## config.mk

```make
export PLATFORM = sky130hd
export DESIGN_NAME = mem_arbiter
export DESIGN_NICKNAME = d
export VERILOG_FILES = /design/src/rtl/mem_arb_pkg.sv /design/src/rtl/rr_arbiter2.sv /design/src/rtl/mem_arbiter.sv
export SDC_FILE = /design/constraint.sdc
export NUM_CORES = 1
export LEC_CHECK = 0
export BUFFER_PORTS_ARGS = -buffer_cell sky130_fd_sc_hd__buf_2
export CORE_AREA = 4 4 119 121
export CTS_BUF_LIST = sky130_fd_sc_hd__clkbuf_8 sky130_fd_sc_hd__clkbuf_16
export DETAILED_ROUTE_END_ITERATION = 10
export DIE_AREA = 0 0 123 125
export GPL_ROUTABILITY_DRIVEN = 0
export GPL_TIMING_DRIVEN = 0
export HOLD_SLACK_MARGIN = 0.08
export SLEW_MARGIN = 20
export SYNTH_ARGS = -nofsm -noshare
export SYNTH_HDL_FRONTEND = slang
export SYNTH_SLANG_ARGS = --single-unit
export TNS_END_PERCENT = 20
```

## constraint.sdc

```tcl
create_clock -name i_clk -period 1.56 [get_ports i_clk]
set_input_delay 0.078 -clock i_clk [delete_from_list [all_inputs] [get_ports i_clk]]
set_output_delay 0.078 -clock i_clk [all_outputs]
set_load 0.02 [all_outputs]
```

## src/rtl/mem_arb_pkg.sv

```systemverilog
// Shared types and constants for the two-master memory port arbiter.
package mem_arb_pkg;

    typedef enum logic [1:0] {
        ST_IDLE  = 2'd0,
        ST_ISSUE = 2'd1,
        ST_RDATA = 2'd2
    } state_t;

    localparam logic M_CPU = 1'b0;
    localparam logic M_LDR = 1'b1;

endpackage

```

## src/rtl/rr_arbiter2.sv

```systemverilog
// Two-request round-robin picker; the caller owns the last-winner register.
module rr_arbiter2
    import mem_arb_pkg::*;
(
    input  logic [1:0] i_req,
    input  logic       i_last,
    output logic [1:0] o_grant,
    output logic       o_winner
);

    always_comb begin
        o_grant  = 2'b00;
        o_winner = M_CPU;
        case (i_req)
            2'b01: begin
                o_grant  = 2'b01;
                o_winner = M_CPU;
            end
            2'b10: begin
                o_grant  = 2'b10;
                o_winner = M_LDR;
            end
            2'b11: begin
                // under contention the master that did not go last wins
                if (i_last == M_CPU) begin
                    o_grant  = 2'b10;
                    o_winner = M_LDR;
                end else begin
                    o_grant  = 2'b01;
                    o_winner = M_CPU;
                end
            end
            default: ;
        endcase
    end

endmodule

```

## src/rtl/mem_arbiter.sv

```systemverilog
// Round-robin sharing of the single synchronous memory port between CPU (m0) and loader (m1).
//   state    | meaning
//   ST_IDLE  | waiting for a request; grant issued combinationally here
//   ST_ISSUE | latched access presented to mem (write mask or read strobe)
//   ST_RDATA | mem read data routed to the owning master
module mem_arbiter
    import mem_arb_pkg::*;
#(
    parameter int ADDR_W     = 32,
    parameter int DATA_W     = 32,
    parameter int RESET_LAST = 1
) (
    input  logic                i_clk,
    input  logic                i_rst,

    input  logic                i_m0_req,
    input  logic [ADDR_W-1:0]   i_m0_addr,
    input  logic [DATA_W-1:0]   i_m0_wdata,
    input  logic [DATA_W/8-1:0] i_m0_wmask,
    output logic                o_m0_gnt,
    output logic                o_m0_rvalid,
    output logic [DATA_W-1:0]   o_m0_rdata,

    input  logic                i_m1_req,
    input  logic [ADDR_W-1:0]   i_m1_addr,
    input  logic [DATA_W-1:0]   i_m1_wdata,
    input  logic [DATA_W/8-1:0] i_m1_wmask,
    output logic                o_m1_gnt,
    output logic                o_m1_rvalid,
    output logic [DATA_W-1:0]   o_m1_rdata,

    output logic                o_mem_strb,
    output logic [ADDR_W-1:0]   o_mem_addr,
    output logic [DATA_W-1:0]   o_mem_wdata,
    output logic [DATA_W/8-1:0] o_mem_wmask,
    input  logic [DATA_W-1:0]   i_mem_rdata
);

    localparam int   MASK_W       = DATA_W / 8;
    localparam logic RESET_LAST_B = (RESET_LAST != 0);

    state_t              r_state;
    state_t              w_state_nxt;
    logic                r_last;
    logic                r_owner;
    logic [ADDR_W-1:0]   r_addr;
    logic [DATA_W-1:0]   r_wdata;
    logic [MASK_W-1:0]   r_wmask;

    logic [1:0]          w_req;
    logic [1:0]          w_grant;
    logic                w_winner;
    logic                w_take;

    assign w_req  = {i_m1_req, i_m0_req};
    assign w_take = (r_state == ST_IDLE) && !i_rst && (w_req != 2'b00);

    rr_arbiter2 u_rr (
        .i_req    (w_req),
        .i_last   (r_last),
        .o_grant  (w_grant),
        .o_winner (w_winner)
    );

    always_ff @(posedge i_clk) begin
        if (i_rst) begin
            r_state <= ST_IDLE;
            r_last  <= RESET_LAST_B;
            r_owner <= M_CPU;
            r_addr  <= '0;
            r_wdata <= '0;
            r_wmask <= '0;
        end else begin
            r_state <= w_state_nxt;
            if (w_take) begin
                r_owner <= w_winner;
                r_last  <= w_winner;
                r_addr  <= (w_winner == M_LDR) ? i_m1_addr  : i_m0_addr;
                r_wdata <= (w_winner == M_LDR) ? i_m1_wdata : i_m0_wdata;
                r_wmask <= (w_winner == M_LDR) ? i_m1_wmask : i_m0_wmask;
            end
        end
    end

    // address and write data simply hold the latch; only strobe/mask qualify an access
    assign o_mem_addr  = r_addr;
    assign o_mem_wdata = r_wdata;

    always_comb begin
        w_state_nxt = r_state;
        o_m0_gnt    = 1'b0;
        o_m1_gnt    = 1'b0;
        o_m0_rvalid = 1'b0;
        o_m1_rvalid = 1'b0;
        o_m0_rdata  = '0;
        o_m1_rdata  = '0;
        o_mem_strb  = 1'b0;
        o_mem_wmask = '0;
        case (r_state)
            ST_IDLE: begin
                if (w_take) begin
                    o_m0_gnt    = w_grant[0];
                    o_m1_gnt    = w_grant[1];
                    w_state_nxt = ST_ISSUE;
                end
            end
            ST_ISSUE: begin
                if (r_wmask != '0) begin
                    o_mem_wmask = r_wmask;
                    w_state_nxt = ST_IDLE;
                end else begin
                    o_mem_strb  = 1'b1;
                    w_state_nxt = ST_RDATA;
                end
            end
            ST_RDATA: begin
                if (r_owner == M_LDR) begin
                    o_m1_rvalid = 1'b1;
                    o_m1_rdata  = i_mem_rdata;
                end else begin
                    o_m0_rvalid = 1'b1;
                    o_m0_rdata  = i_mem_rdata;
                end
                w_state_nxt = ST_IDLE;
            end
            default: w_state_nxt = ST_IDLE;
        endcase
    end

endmodule

```

# Word level (Yosys, flattened, before mapping)
# Index checks and enable logic that the tools add are counted.
[word_totals] out_inout_bits=137 elab_cells=44 input_bits=172 ff_bits=72
[classes] n_mux=26 n_eq_ne=6 n_reduce_logical=6
[ops] operator="$mux 32" n=6
[ops] operator="$mux 4" n=3
[ops] operator="$mux 1" n=11
[ops] operator="$eq 2x2->1 const B" n=3
[ops] operator="$mux 2" n=3
[ops] operator="$pmux 2 s3" n=1
[ops] operator="$eq 2x1->1 const B" n=2
[ops] operator="$pmux 2 s2" n=1
[ops] operator="$reduce_bool 4->1" n=1
[ops] operator="$logic_and 1x1->1" n=2
[ops] operator="$logic_not 2->1" n=1
[ops] operator="$ne 2x2->1 const B" n=1
[ops] operator="$pmux 1 s2" n=1
[ops] operator="$reduce_bool 2->1" n=1
[ops] operator="$logic_not 1->1" n=1

# Longest topological paths before layout
# Gate-level depths: netlist (run 1).
[logic_depth] depth_word=5 ltp_mapped=6

# Cells and area by module
# A second synthesis (run 1) with hierarchy kept.
[unflattened] hier_cells=339 hier_area_um2=3525.9
[by_module_without_submodules] mod="mem_arbiter" cells_per_inst=335 instances=1 area_per_inst_um2=3499.6
[by_module_without_submodules] mod="rr_arbiter2" cells_per_inst=4 instances=1 area_per_inst_um2=26.3

# Least setup slack after synthesis (run 1)
# OpenSTA, ideal clock, no wires.
[synth_timing] kind="reg2out" startpoint="reg r_state[1]" endpoint="out o_m1_gnt" setup_slack_ns=-0.013 arrival_ns=1.495 n_path_buf=2 stages_incl_launch_ff=6 path_cell_list="dfxtp_1 or3b_1 buf_2 buf_6 or2_4 nor2_1"
[synth_via] elab_chain_cells=5
[synth_lines] item="from (decl)" line="mem_arbiter.sv:42" source="state_t r_state;"
[synth_lines] item="from (signal assigned)" line="mem_arbiter.sv:74" source="r_state <= w_state_nxt;"
[synth_lines] item="$logic_not 2->1 *" line="mem_arbiter.sv:56, mem_arbiter.sv:99"
[synth_lines] item="$logic_and 1x1->1 (2 in a row)" line="mem_arbiter.sv:56" source="assign w_take = (r_state == ST_IDLE) && !i_rst && (w_req != 2'b00);"
[synth_lines] item="$mux 1" line="mem_arbiter.sv:101" source="if (w_take) begin"
[synth_lines] item="$mux 1 *" line="mem_arbiter.sv:99" source="case (r_state)"
[synth_lines] item="to (decl)" line="mem_arbiter.sv:28" source="output logic o_m1_gnt,"
# Mark *: on every way between the ends. The rest lies on a longest branch, timed or not.

# Final worst setup path (run 1)
# Ends and elaborated chain as after synthesis.

==> metrics.md, run 1 <==
| Metric | Value |
|---|---|
| Status | finished, violations left |
| Failing checks | setup timing |
| Hold WC Path Type | in -> reg |
| Worst hold endpoint | o_mem_wdata[4]$_SDFFE_PP0P_ |
| Cell count after synthesis | 495 |
| CTS sink cnt | 72 |
| RSZ-0062 raised after global routing | yes |
| Synth Flop Type | dfxtp_1 |
| Row cnt | 42 |
| CTS tree | done |
| Setup Viol. Count Final | 101 |
| Synth unique cells | 20 |
| Largest net degree at the start of global routing | 15 |
| Total GRT Usage | 23.1% |
| DR vias | roughly 5400 |
| Area growth syn-to-layout | 97.2% |
| IO Pins | about 310 |
| Crit path max fanout | 6 |
| Fin crit period | between 1.5 and 2 ns |
| Most common library cells after synthesis | 138 x nor3_1, 72 x dfxtp_1, 69 x and2_1, 69 x nor4_1, 68 x a21oi_1 |
| Nature of the critical path endpoint | output pin |
| DP HPWL | 13700 microns |
| Final slew viol count | 0 |
| Post-synthesis sequential area ratio | between 30% and 40% |
| Layout cells sized above 1 | 56.3% |
| Worst-margin pin slew | 0.654 ns |
| R2R cell count | 6 |
| Routed WL | between 15000 and 20000 microns |
| Cell with the most instances after synthesis | nor3_1 |
| I/O Buffers | 307 |
| Crit share post-route | 117% |
| Post-synth top area cell | dfxtp_1 |
| Critical Path RT | between 1 and 1.5 ns |
| Synth Register Bits | between 70 and 80 |
| GR Overflow Total | 0 |
| Worst setup margin | -0.269 ns |
| Static leakage | 3.30 nW |
| Crit path DAT | 1.75 ns |
| Antenna Nets Post-Route | 0 |
| Mean Syn Cell Area | about 7.5 sq um |
| Post-synth EDFFs | 0 |
| Initial antenna violation count | 5 |
| Worst Hold Launch | i_m1_wdata[4] |
| Asr flop ratio synth | 0% |
| Root Driver | clkbuf_16 |
| Hold Path Depth | 3 |
| Max-slew headroom | a little under three fifths |
| CP Class | reg -> out |
| Vias in the first global route | about 5400 |
| Final clock skew | approximately 0.004 ns |
| Vias/cell | a little over 5 |
| CORE AREA | around 13000 sq um |
| Maximum clock frequency | 547 MHz |
| Max IR drop VDD | between 0.6 and 0.7 mV |
| Clock latency at the later pin of the worst-skew pair | 0.33 ns |
| Worst R2R Setup Slack | -0.13 ns |
| Detailed-route wire length per cell | 18.9 microns |
| First DRT Iteration DRCs | around 190 |
| Post-layout util | 55.9% |
| Die area | ~15000 sq um |
| Share of the synthesized area in the top cell type | 38.9% |
| FF-to-FF End | o_mem_addr[28]$_SDFFE_PP0P_ |
| Max Cap Viol | 0 |
| Crit Reg-Reg Startpoint | r_state[1]$_SDFFE_PP0P_ |
| Cell area after synthesis | approximately 3700 sq um |
| Net Count, Synth | ~670 |
| Yosys warnings | 0 |
| # nets final | approximately 1000 |
| Synth top area cells | dfxtp_1 39%, nor3_1 19%, and2_1 12% |
| First-pass detailed-route iteration total | 4 |
| Hold Violations, Final | 0 |
| Initial Utilization | ~28% |
| CTS buffer count | 9 |
| Reg clk slew, reported paths | ~0.06 ns |
| Worst-case clock buffer depth | 2 |
| Post-route DRC | 0 |
| Hold Slack | 0.0805 ns |
| PwrDens | 869 nW/um^2 |
| Die width | 123 microns |
| Die height | between 100 and 150 microns |
| Critical Path Source Type | flip-flop |
| First-pass GRT wire length | around 28000 microns |
| Htree depth | 3 |
## worst max path at each step
stage / startpoint / end / slack, ns
3_3_place_gp: r_state[1]$_SDFFE_PP0P_ / o_m0_rdata[28] / -0.29
5_1_grt: r_state[1]$_SDFFE_PP0P_ / o_m1_gnt / -0.31
2_1_floorplan: r_state[1]$_SDFFE_PP0P_ / o_m0_gnt / -0.009
3_5_place_dp: r_state[1]$_SDFFE_PP0P_ / o_m0_rdata[26] / -0.29
4_1_cts: r_state[0]$_SDFFE_PP0P_ / o_m1_gnt / -0.31
6_report: r_state[1]$_SDFFE_PP0P_ / o_m1_gnt / -0.27
## layer usage
layer | routed length, microns | vias to the layer above | GRT usage (%) | share of wire [%]
li1 | - | 2547 | - | -
met1 | 7230 | 2514 | 23.9 | 37
met2 | 9930 | 225 | 42.1 | 50
met3 | 1600 | 68 | 6.05 | 8.1
met4 | 1020 | 4 | 11.7 | 5.2
met5 | 14 | - | 0 | 0.071
## cell families after synthesis
group	synth area share, %
buffers and inverters	7.02
flip-flops	38.9
AO/OA/AOI/OAI	9.65
AND/OR/NAND/NOR	44.4
## what timing repair did
item | 4_1_cts | 5_1_grt
cloned | 0 | 2
buffers inserted | 3 | 4
setup endpoints to repair | 126 | 134
hold buffers | 43 | 0
pin swaps | 4 | 37
gates resized for setup | 119 | 214
endpoints found under the hold margin | 43 | 0
## layout by cell type (no fill, tap or decap), types with 2 or more instances in the layout
cell type      Yosys  layout
inv_6              0       3
buf_8              0       9
buf_6              1      63
nor2b_1            2       2
nand2_1            3       3
nor4_1            69      68
diode_2            0       3
buf_12             0       2
and2_4             0      43
nor3_1           138      77
nor2_1             4       3
clkbuf_1          40      17
nor3_2             0      57
buf_4              0      18
clkbuf_2           0      11
buf_2             19     253
dlygate4sd3_1      0      43
nor3_4             0       4
nor2_4             0       2
dfxtp_4            0       2
a21oi_1           68      68
dfxtp_1           72      69
and2_1            69      26
clkbuf_16          0       9
## critical path: stages (launching register included)
cell,delay [ns]
dfxtp_4,0.37
or3b_4,0.43
buf_8,0.14
or2_4,0.24
nor2_4,0.11
buf_6,0.14
## flip-flops by register name (all words and copies together) (netlist names)
register,flops
r_wmask,4
o_mem_addr,32
r_owner,1
r_last,1
r_state,2
o_mem_wdata,32
## layout make-up
cell class | count | area, sq um
repair buffers | 359 | 2420
clock buffers | 9 | 225
plain buffers | 59 | 433
flip-flops and latches | 72 | 1450
clock inverters | 7 | 77.6
multi-input cells | 362 | 2480
well taps | 176 | 220
fillers | 1195 | 5770
diodes | 3 | 7.51
## through the flow
step / TNS, ns / std cells / power (mW) / area [sq um] / setup slack (ns)
finish: -6.51 / 1047 / 6.35 / 7310 / -0.269
global route: -12.05 / 1047 / 6.65 / 7310 / -0.311
CTS: -12.22 / 1040 / 6.22 / 6620 / -0.307
detailed placement: -12.47 / 978 / 3.89 / 5470 / -0.285
global placement: -12.01 / 978 / 3.89 / 5470 / -0.287
floorplan: -0.00948 / 495 / 3.18 / 3710 / -0.00948
## where the power goes
group          internal (mW)  switching [mW]
logic                  0.855            1.18
clock network           1.26           0.875
registers               2.06           0.126
Note: power is estimated with default switching activity, not from simulation.
==> inputs of run 2 (changes only) <==
--- a/config.mk
+++ b/config.mk
@@ -8,6 +8,7 @@
 export BUFFER_PORTS_ARGS = -buffer_cell sky130_fd_sc_hd__buf_2
 export CORE_AREA = 4 4 119 121
 export CTS_BUF_LIST = sky130_fd_sc_hd__clkbuf_8 sky130_fd_sc_hd__clkbuf_16
+export CTS_CLUSTER_DIAMETER = 150
 export DETAILED_ROUTE_END_ITERATION = 10
 export DIE_AREA = 0 0 123 125
 export GPL_ROUTABILITY_DRIVEN = 0
==> constraint.sdc (replaced) <==
create_clock -name i_clk -period 2 [get_ports i_clk]
set_input_delay 0.1 -clock i_clk [delete_from_list [all_inputs] [get_ports i_clk]]
set_output_delay 0.1 -clock i_clk [all_outputs]
set_load 0.02 [all_outputs]
==> run 2 against run 1 <==
The flow now finishes without violations. First-iteration DRC count is 26% higher. Setup slack improved by 0.33 ns. Cell count shrank 2.8%. Clock skew grew 0.0017 ns. Sequential power is 22% lower. Core utilization is 9.8 points lower. Count of clock-buffer cells in the layout is the same. Sequential share of layout area up 4.1 points. Sequential cell count is the same. Cell area shrank 18%. Worst hold slack improved by 0.0059 ns. Highest routed layer unchanged.
==> metrics.md, run 2 (synthesized netlist as in run 1, its figures left out) <==
| Metric | Value |
|---|---|
| Max Cap Viol | 0 |
| CP most frequent cell | buf_6 |
| Area growth syn-to-layout | 62.5% |
| CTS sink cnt | slightly above 70 |
| First DRT Iteration DRCs | approximately 240 |
| Vias/cell | 5.01 |
| Delay-heaviest family, CP | simple AND/OR/NAND/NOR gates |
| First-pass detailed-route iteration total | 5 |
| CTS tree | done |
| Static leakage | around 2.9 nW |
| Final slew viol count | 0 |
| Total GRT Usage | roughly 22% |
| PwrDens | roughly 800 nW/um^2 |
| Die height | between 100 and 150 microns |
| Hold Violations, Final | 0 |
| Ant. Diodes | 0 |
| Root Driver | clkbuf_16 |
| Hold WC Path Type | in -> reg |
| Routed WL | between 15000 and 20000 microns |
| Worst path bufs/invs | 3 |
| Sw power | between 1.5 and 2 mW |
| Setup Viol. Count Final | 0 |
| Critical Path RT | 1.90 ns |
| # nets final | approximately 1000 |
| Critical Path Source Type | flip-flop |
| Post-route DRC | 0 |
| CP max stage delay | 0.38 ns |
| DR vias | 5100 |
| Internal | about 3.1 mW |
| Row cnt | 42 |
| Most frequent cells in the layout | 323 x buf_2, 138 x nor3_1, 70 x dfxtp_1 |
| Max-slew headroom | 57.3% |
| CTS buffer count | 9 |
| Post-layout util | a little under half |
| Initial antenna violation count | 1 |
| Vias in the first global route | a little under 5000 |
| Layout cells sized above 1 | 41.7% |
| Nature of the critical path endpoint | output pin |
| Max IR drop VDD | about 0.46 mV |
| IO Pins | 309 |
| Largest net degree at the start of global routing | 15 |
| Initial Utilization | 28.3% |
| Slowest CP cell | or3b_1 |
| Worst-case clock buffer depth | 2 |
| Detailed-route wire length per cell | 17.3 microns |
| Htree depth | 3 |
| Clock latency at the later pin of the worst-skew pair | between 0.3 and 0.4 ns |
| Switching Fraction | between 30% and 40% |
| CP Class | reg -> out |
| DP HPWL | roughly 14000 microns |
| Status | complete, no violations |
| Worst-path cell chain | or3b_1 -> buf_6 -> buf_6 -> or2_4 -> nor2_1 -> buf_4 |
| Clk network pwr share | 35.2% |
| I/O Buffers | between 300 and 400 |
| Maximum clock frequency | 517 MHz |
| Worst-margin pin slew | roughly 0.64 ns |
| Crit path DAT | 1.84 ns |
| GR Overflow Total | 0 |
| Seq pwr share | 36.4% |
| Fin crit period | between 1.5 and 2 ns |
| Crit path max fanout | 10 |
| Fillers | about 1400 |
| CORE AREA | around 13000 sq um |
| Logic pwr share | between 20% and 30% |
| First-pass GRT wire length | roughly 26000 microns |
| Pre-CTS setup slack | between 0.15 and 0.2 ns |
| Final clock skew | roughly 0.0058 ns |
| Crit share post-route | between 90% and 100% |
| RSZ-0062 raised after global routing | yes |
| Antenna Nets Post-Route | 0 |
| Most common cell after layout, fill and taps aside | buf_2 |
| Worst setup margin | about 0.065 ns |
| Die width | 123 microns |
| Die area | between 15000 and 20000 sq um |
| Reg clk slew, reported paths | around 0.060 ns |
==> run 2: cell count changes in the layout (fill, tap and decap cells not counted), moves of 4 or more <==
cell           previous run  this run
buf_2                   253       323
buf_6                    63         2
nor3_1                   77       138
nor3_2                   57         0
and2_1                   26        69
and2_4                   43         0
clkbuf_1                 17        40
dlygate4sd3_1            43        23
buf_4                    18         2
clkbuf_2                 11         0
buf_8                     9         0
nor3_4                    4         0
==> run 2: worst reg2reg max path, stage by stage, from the launching register on <==
cell      delay (ns)
dfxtp_2         0.34
or3b_1          0.38
buf_6           0.14
buf_4           0.15
clkbuf_1        0.23
nor3_1          0.28
nor4_1          0.08
==> run 2: final timing paths <==
kind | cells after the start | slack (ns) | end | startpoint
setup / recovery | 6 | 0.06 | o_m1_gnt | r_state[1]$_SDFFE_PP0P_
hold / removal | 3 | 0.09 | o_mem_wdata[22]$_SDFFE_PP0P_ | i_m1_wdata[22]
setup reg to reg | 6 | 0.25 | o_mem_wdata[10]$_SDFFE_PP0P_ | r_state[1]$_SDFFE_PP0P_
hold reg to reg | 1 | 0.47 | r_state[1]$_SDFFE_PP0P_ | r_wmask[0]$_SDFFE_PP0P_
==> run 2: what timing repair did <==
action                     4_1_cts  5_1_grt
gates resized for setup          6        1
buffers inserted                 0        1
hold buffers                    23        0
setup endpoints to repair       31        2
hold endpoints to repair        23        0
==> run 2: final cells by class <==
class | instances | area, sq um | share of cell area [%]
multi-input combinational | 362 | 2010 | 33.4
timing repair buffer | 331 | 1780 | 29.5
sequential | 72 | 1440 | 24.0
buffer | 61 | 269 | 4.46
clock buffer | 9 | 225 | 3.74
tap | 176 | 220 | 3.65
clock inverter | 7 | 80.1 | 1.33
==> run 2: per-stage QoR <==
step	hold slack (ns)	instance area, sq um	cells	TNS [ns]	power (mW)
6_report	0.0864	6030	1018	0	4.68
5_1_grt	0.0845	6030	1018	-0.00770	4.94
4_1_cts	0.0819	6020	1017	0	4.74
3_5_place_dp	0.417	5460	978	0	3.03
3_3_place_gp	0.414	5460	978	0	3.03
2_1_floorplan	0.316	3710	495	0	2.48
==> run 2: power by group through the flow <==
stage	clock, mW	sequential, mW	combinational, mW
after global placement	0	1.73	1.30
after CTS	1.69	1.70	1.34
final	1.65	1.70	1.33
after floorplan	0	1.92	0.567
after detailed placement	0	1.73	1.30
after global routing	1.76	1.72	1.45
==> run 2: routing by layer <==
| layer | vias to the layer above | part of all wire [%] | track usage (%) |
|---|---|---|---|
| met1 | 2351 | 37 | 23.3 |
| met3 | 25 | 9.3 | 6.55 |
| met5 | - | 0.074 | 0 |
| met2 | 232 | 52 | 40.2 |
| li1 | 2490 | - | - |
| met4 | 2 | 1.9 | 5.73 |
==> inputs of run 3 (changes only) <==
--- a/config.mk
+++ b/config.mk
@@ -14,6 +14,7 @@
 export GPL_ROUTABILITY_DRIVEN = 0
 export GPL_TIMING_DRIVEN = 0
 export HOLD_SLACK_MARGIN = 0.08
+export MAX_ROUTING_LAYER = met4
 export SLEW_MARGIN = 20
 export SYNTH_ARGS = -nofsm -noshare
 export SYNTH_HDL_FRONTEND = slang
==> run 3 against run 2 <==
Largest cell class unchanged. First-iteration DRC count rose by 12%. Core utilization barely moved. Via count rose by 0.33%. Sequential share of layout area barely moved. Worst hold slack got worse by 0.00051 ns. Sequential cell count did not move. Setup slack got worse by 0.0031 ns. Routed wire length barely moved.
==> metrics.md, run 3 (synthesized netlist as in run 1, its figures left out) <==
| Metric | Value |
|---|---|
| Status | complete, no violations |
| I/O Buffers | around 310 |
| CP Class | reg -> out |
| Layout cells sized above 1 | a little over two fifths |
| Worst-case clock buffer depth | 2 |
| Die height | between 100 and 150 microns |
| Detailed-route wire length per cell | 17.3 microns |
| CTS tree | done |
| Fin crit period | between 1.5 and 2 ns |
| Max Cap Viol | 0 |
| Reg clk slew, reported paths | roughly 0.060 ns |
| PwrDens | about 780 nW/um^2 |
| Crit share post-route | a little over nine tenths |
| Max IR drop VDD | about 0.46 mV |
| Area growth syn-to-layout | 62.6% |
| Post-route DRC | 0 |
| Setup crit end | o_m1_gnt |
| Root Driver | clkbuf_16 |
| Initial antenna violation count | 1 |
| CP max stage delay | around 0.38 ns |
| FF-to-FF End | o_mem_wdata[10]$_SDFFE_PP0P_ |
| CP most frequent cell | buf_6 |
| Static leakage | approximately 2.9 nW |
| Most common cell after layout, fill and taps aside | buf_2 |
| DP HPWL | roughly 14000 microns |
| CTS sink cnt | 72 |
| Setup Viol. Count Final | 0 |
| CORE AREA | around 13000 sq um |
| Worst-margin pin slew | approximately 0.65 ns |
| Crit path DAT | between 1.5 and 2 ns |
| First-pass detailed-route iteration total | 4 |
| Crit path max fanout | 10 |
| Initial Utilization | approximately 28% |
| R2R cell count | 6 |
| Crit Reg-Reg Startpoint | r_state[1]$_SDFFE_PP0P_ |
| Vias/cell | approximately 5 |
| Delay-heaviest family, CP | simple AND/OR/NAND/NOR gates |
| Clock latency at the later pin of the worst-skew pair | approximately 0.33 ns |
| First DRT Iteration DRCs | ~270 |
| Total power | about 4.7 mW |
| GR Overflow Total | 0 |
| Die area | 15400 sq um |
| Htree depth | 3 |
| Routed WL | roughly 18000 microns |
| # nets final | 1009 |
| DR vias | 5117 |
| Slowest CP cell | or3b_1 |
| Non-Filler Instances | 1019 |
| Worst-path cell chain | or3b_1 -> buf_6 -> buf_6 -> or2_4 -> nor2_1 -> buf_4 |
| Crit. Startpoint | r_state[1]$_SDFFE_PP0P_ |
| First-pass GRT wire length | approximately 26000 microns |
| Maximum clock frequency | roughly 520 MHz |
| Worst R2R Setup Slack | 0.25 ns |
| Row cnt | 42 |
| Die width | 123 microns |
| CTS buffer count | 9 |
| Nature of the critical path endpoint | output pin |
| IO Pins | around 310 |
| Final clock skew | 0.00504 ns |
| Placed Instances | just under 1000 |
| Final slew viol count | 0 |
| Critical Path Source Type | flip-flop |
| Worst path bufs/invs | 3 |
| Hold Violations, Final | 0 |
| Total GRT Usage | between 20% and 30% |
| Largest net degree at the start of global routing | 15 |
| Vias in the first global route | roughly 5000 |
| RSZ-0062 raised after global routing | yes |
| Max-slew headroom | between 50% and 60% |
| Critical Path RT | 1.90 ns |
| Antenna Nets Post-Route | 0 |
| Critical path depth | 6 |
| Most frequent cells in the layout | 323 x buf_2, 138 x nor3_1, 70 x dfxtp_1 |
| Hold WC Path Type | in -> reg |
[run 3: power breakdown]
part,total [mW],switching (mW),internal [mW]
Sequential,1.70,0.0933,1.61
Clock,1.65,0.670,0.979
Combinational,1.33,0.810,0.523
[run 3: routing by layer]
metal	share of wire [%]	GRT usage [%]
met4	1.8	5.73
met3	8.5	5.60
met2	52	40.3
met5	0	-
met1	38	23.8
[run 3: timing repair]
action / 4_1_cts / 5_1_grt
buffers inserted: 0 / 1
endpoints found under the hold margin: 23 / 0
hold buffers: 23 / 0
setup endpoints to repair: 31 / 2
resized for setup: 6 / 1
[run 3: final cells by class]
type	count	area [sq um]
Fill cell	1355	7060
Multi-Input combinational cell	362	2010
Timing Repair Buffer	331	1780
Sequential cell	72	1440
Buffer	61	269
Clock buffer	9	225
Tap cell	176	220
Clock inverter	7	80.1
Antenna cell	1	2.50
[run 3: worst min path at each step]
| stage | endpoint | slack [ns] | start | cells after the start |
|---|---|---|---|---|
| final | o_mem_wdata[6]$_SDFFE_PP0P_ | 0.09 | i_m1_wdata[6] | 3 |
| after floorplan | o_mem_addr[0]$_SDFFE_PP0P_ | 0.32 | i_m1_addr[0] | 2 |
| after CTS | o_mem_addr[6]$_SDFFE_PP0P_ | 0.08 | i_m1_addr[6] | 3 |
| after global placement | o_mem_addr[8]$_SDFFE_PP0P_ | 0.41 | i_m1_addr[8] | 3 |
| after global routing | o_mem_wdata[20]$_SDFFE_PP0P_ | 0.08 | i_m1_wdata[20] | 3 |
| after detailed placement | o_mem_addr[9]$_SDFFE_PP0P_ | 0.42 | i_m1_addr[9] | 3 |
[run 3: worst register-to-register path: stages (launching register included)]
cell,delay [ns]
dfxtp_2,0.34
or3b_1,0.38
buf_6,0.14
buf_4,0.15
clkbuf_1,0.23
nor3_1,0.28
nor4_1,0.08
[run 3: through the flow]
| step | setup slack (ns) | hold slack [ns] | setup TNS [ns] | cell area (sq um) | utilization [%] |
|---|---|---|---|---|---|
| floorplan | 0.405 | 0.316 | 0 | 3710 | - |
| global placement | 0.150 | 0.414 | 0 | 5460 | 41.8 |
| detailed placement | 0.164 | 0.417 | 0 | 5460 | 41.8 |
| CTS | 0.00613 | 0.0819 | 0 | 6020 | 46.0 |
| global route | -0.00926 | 0.0829 | -0.00926 | 6030 | 46.1 |
| finish | 0.0618 | 0.0859 | 0 | 6030 | 46.1 |
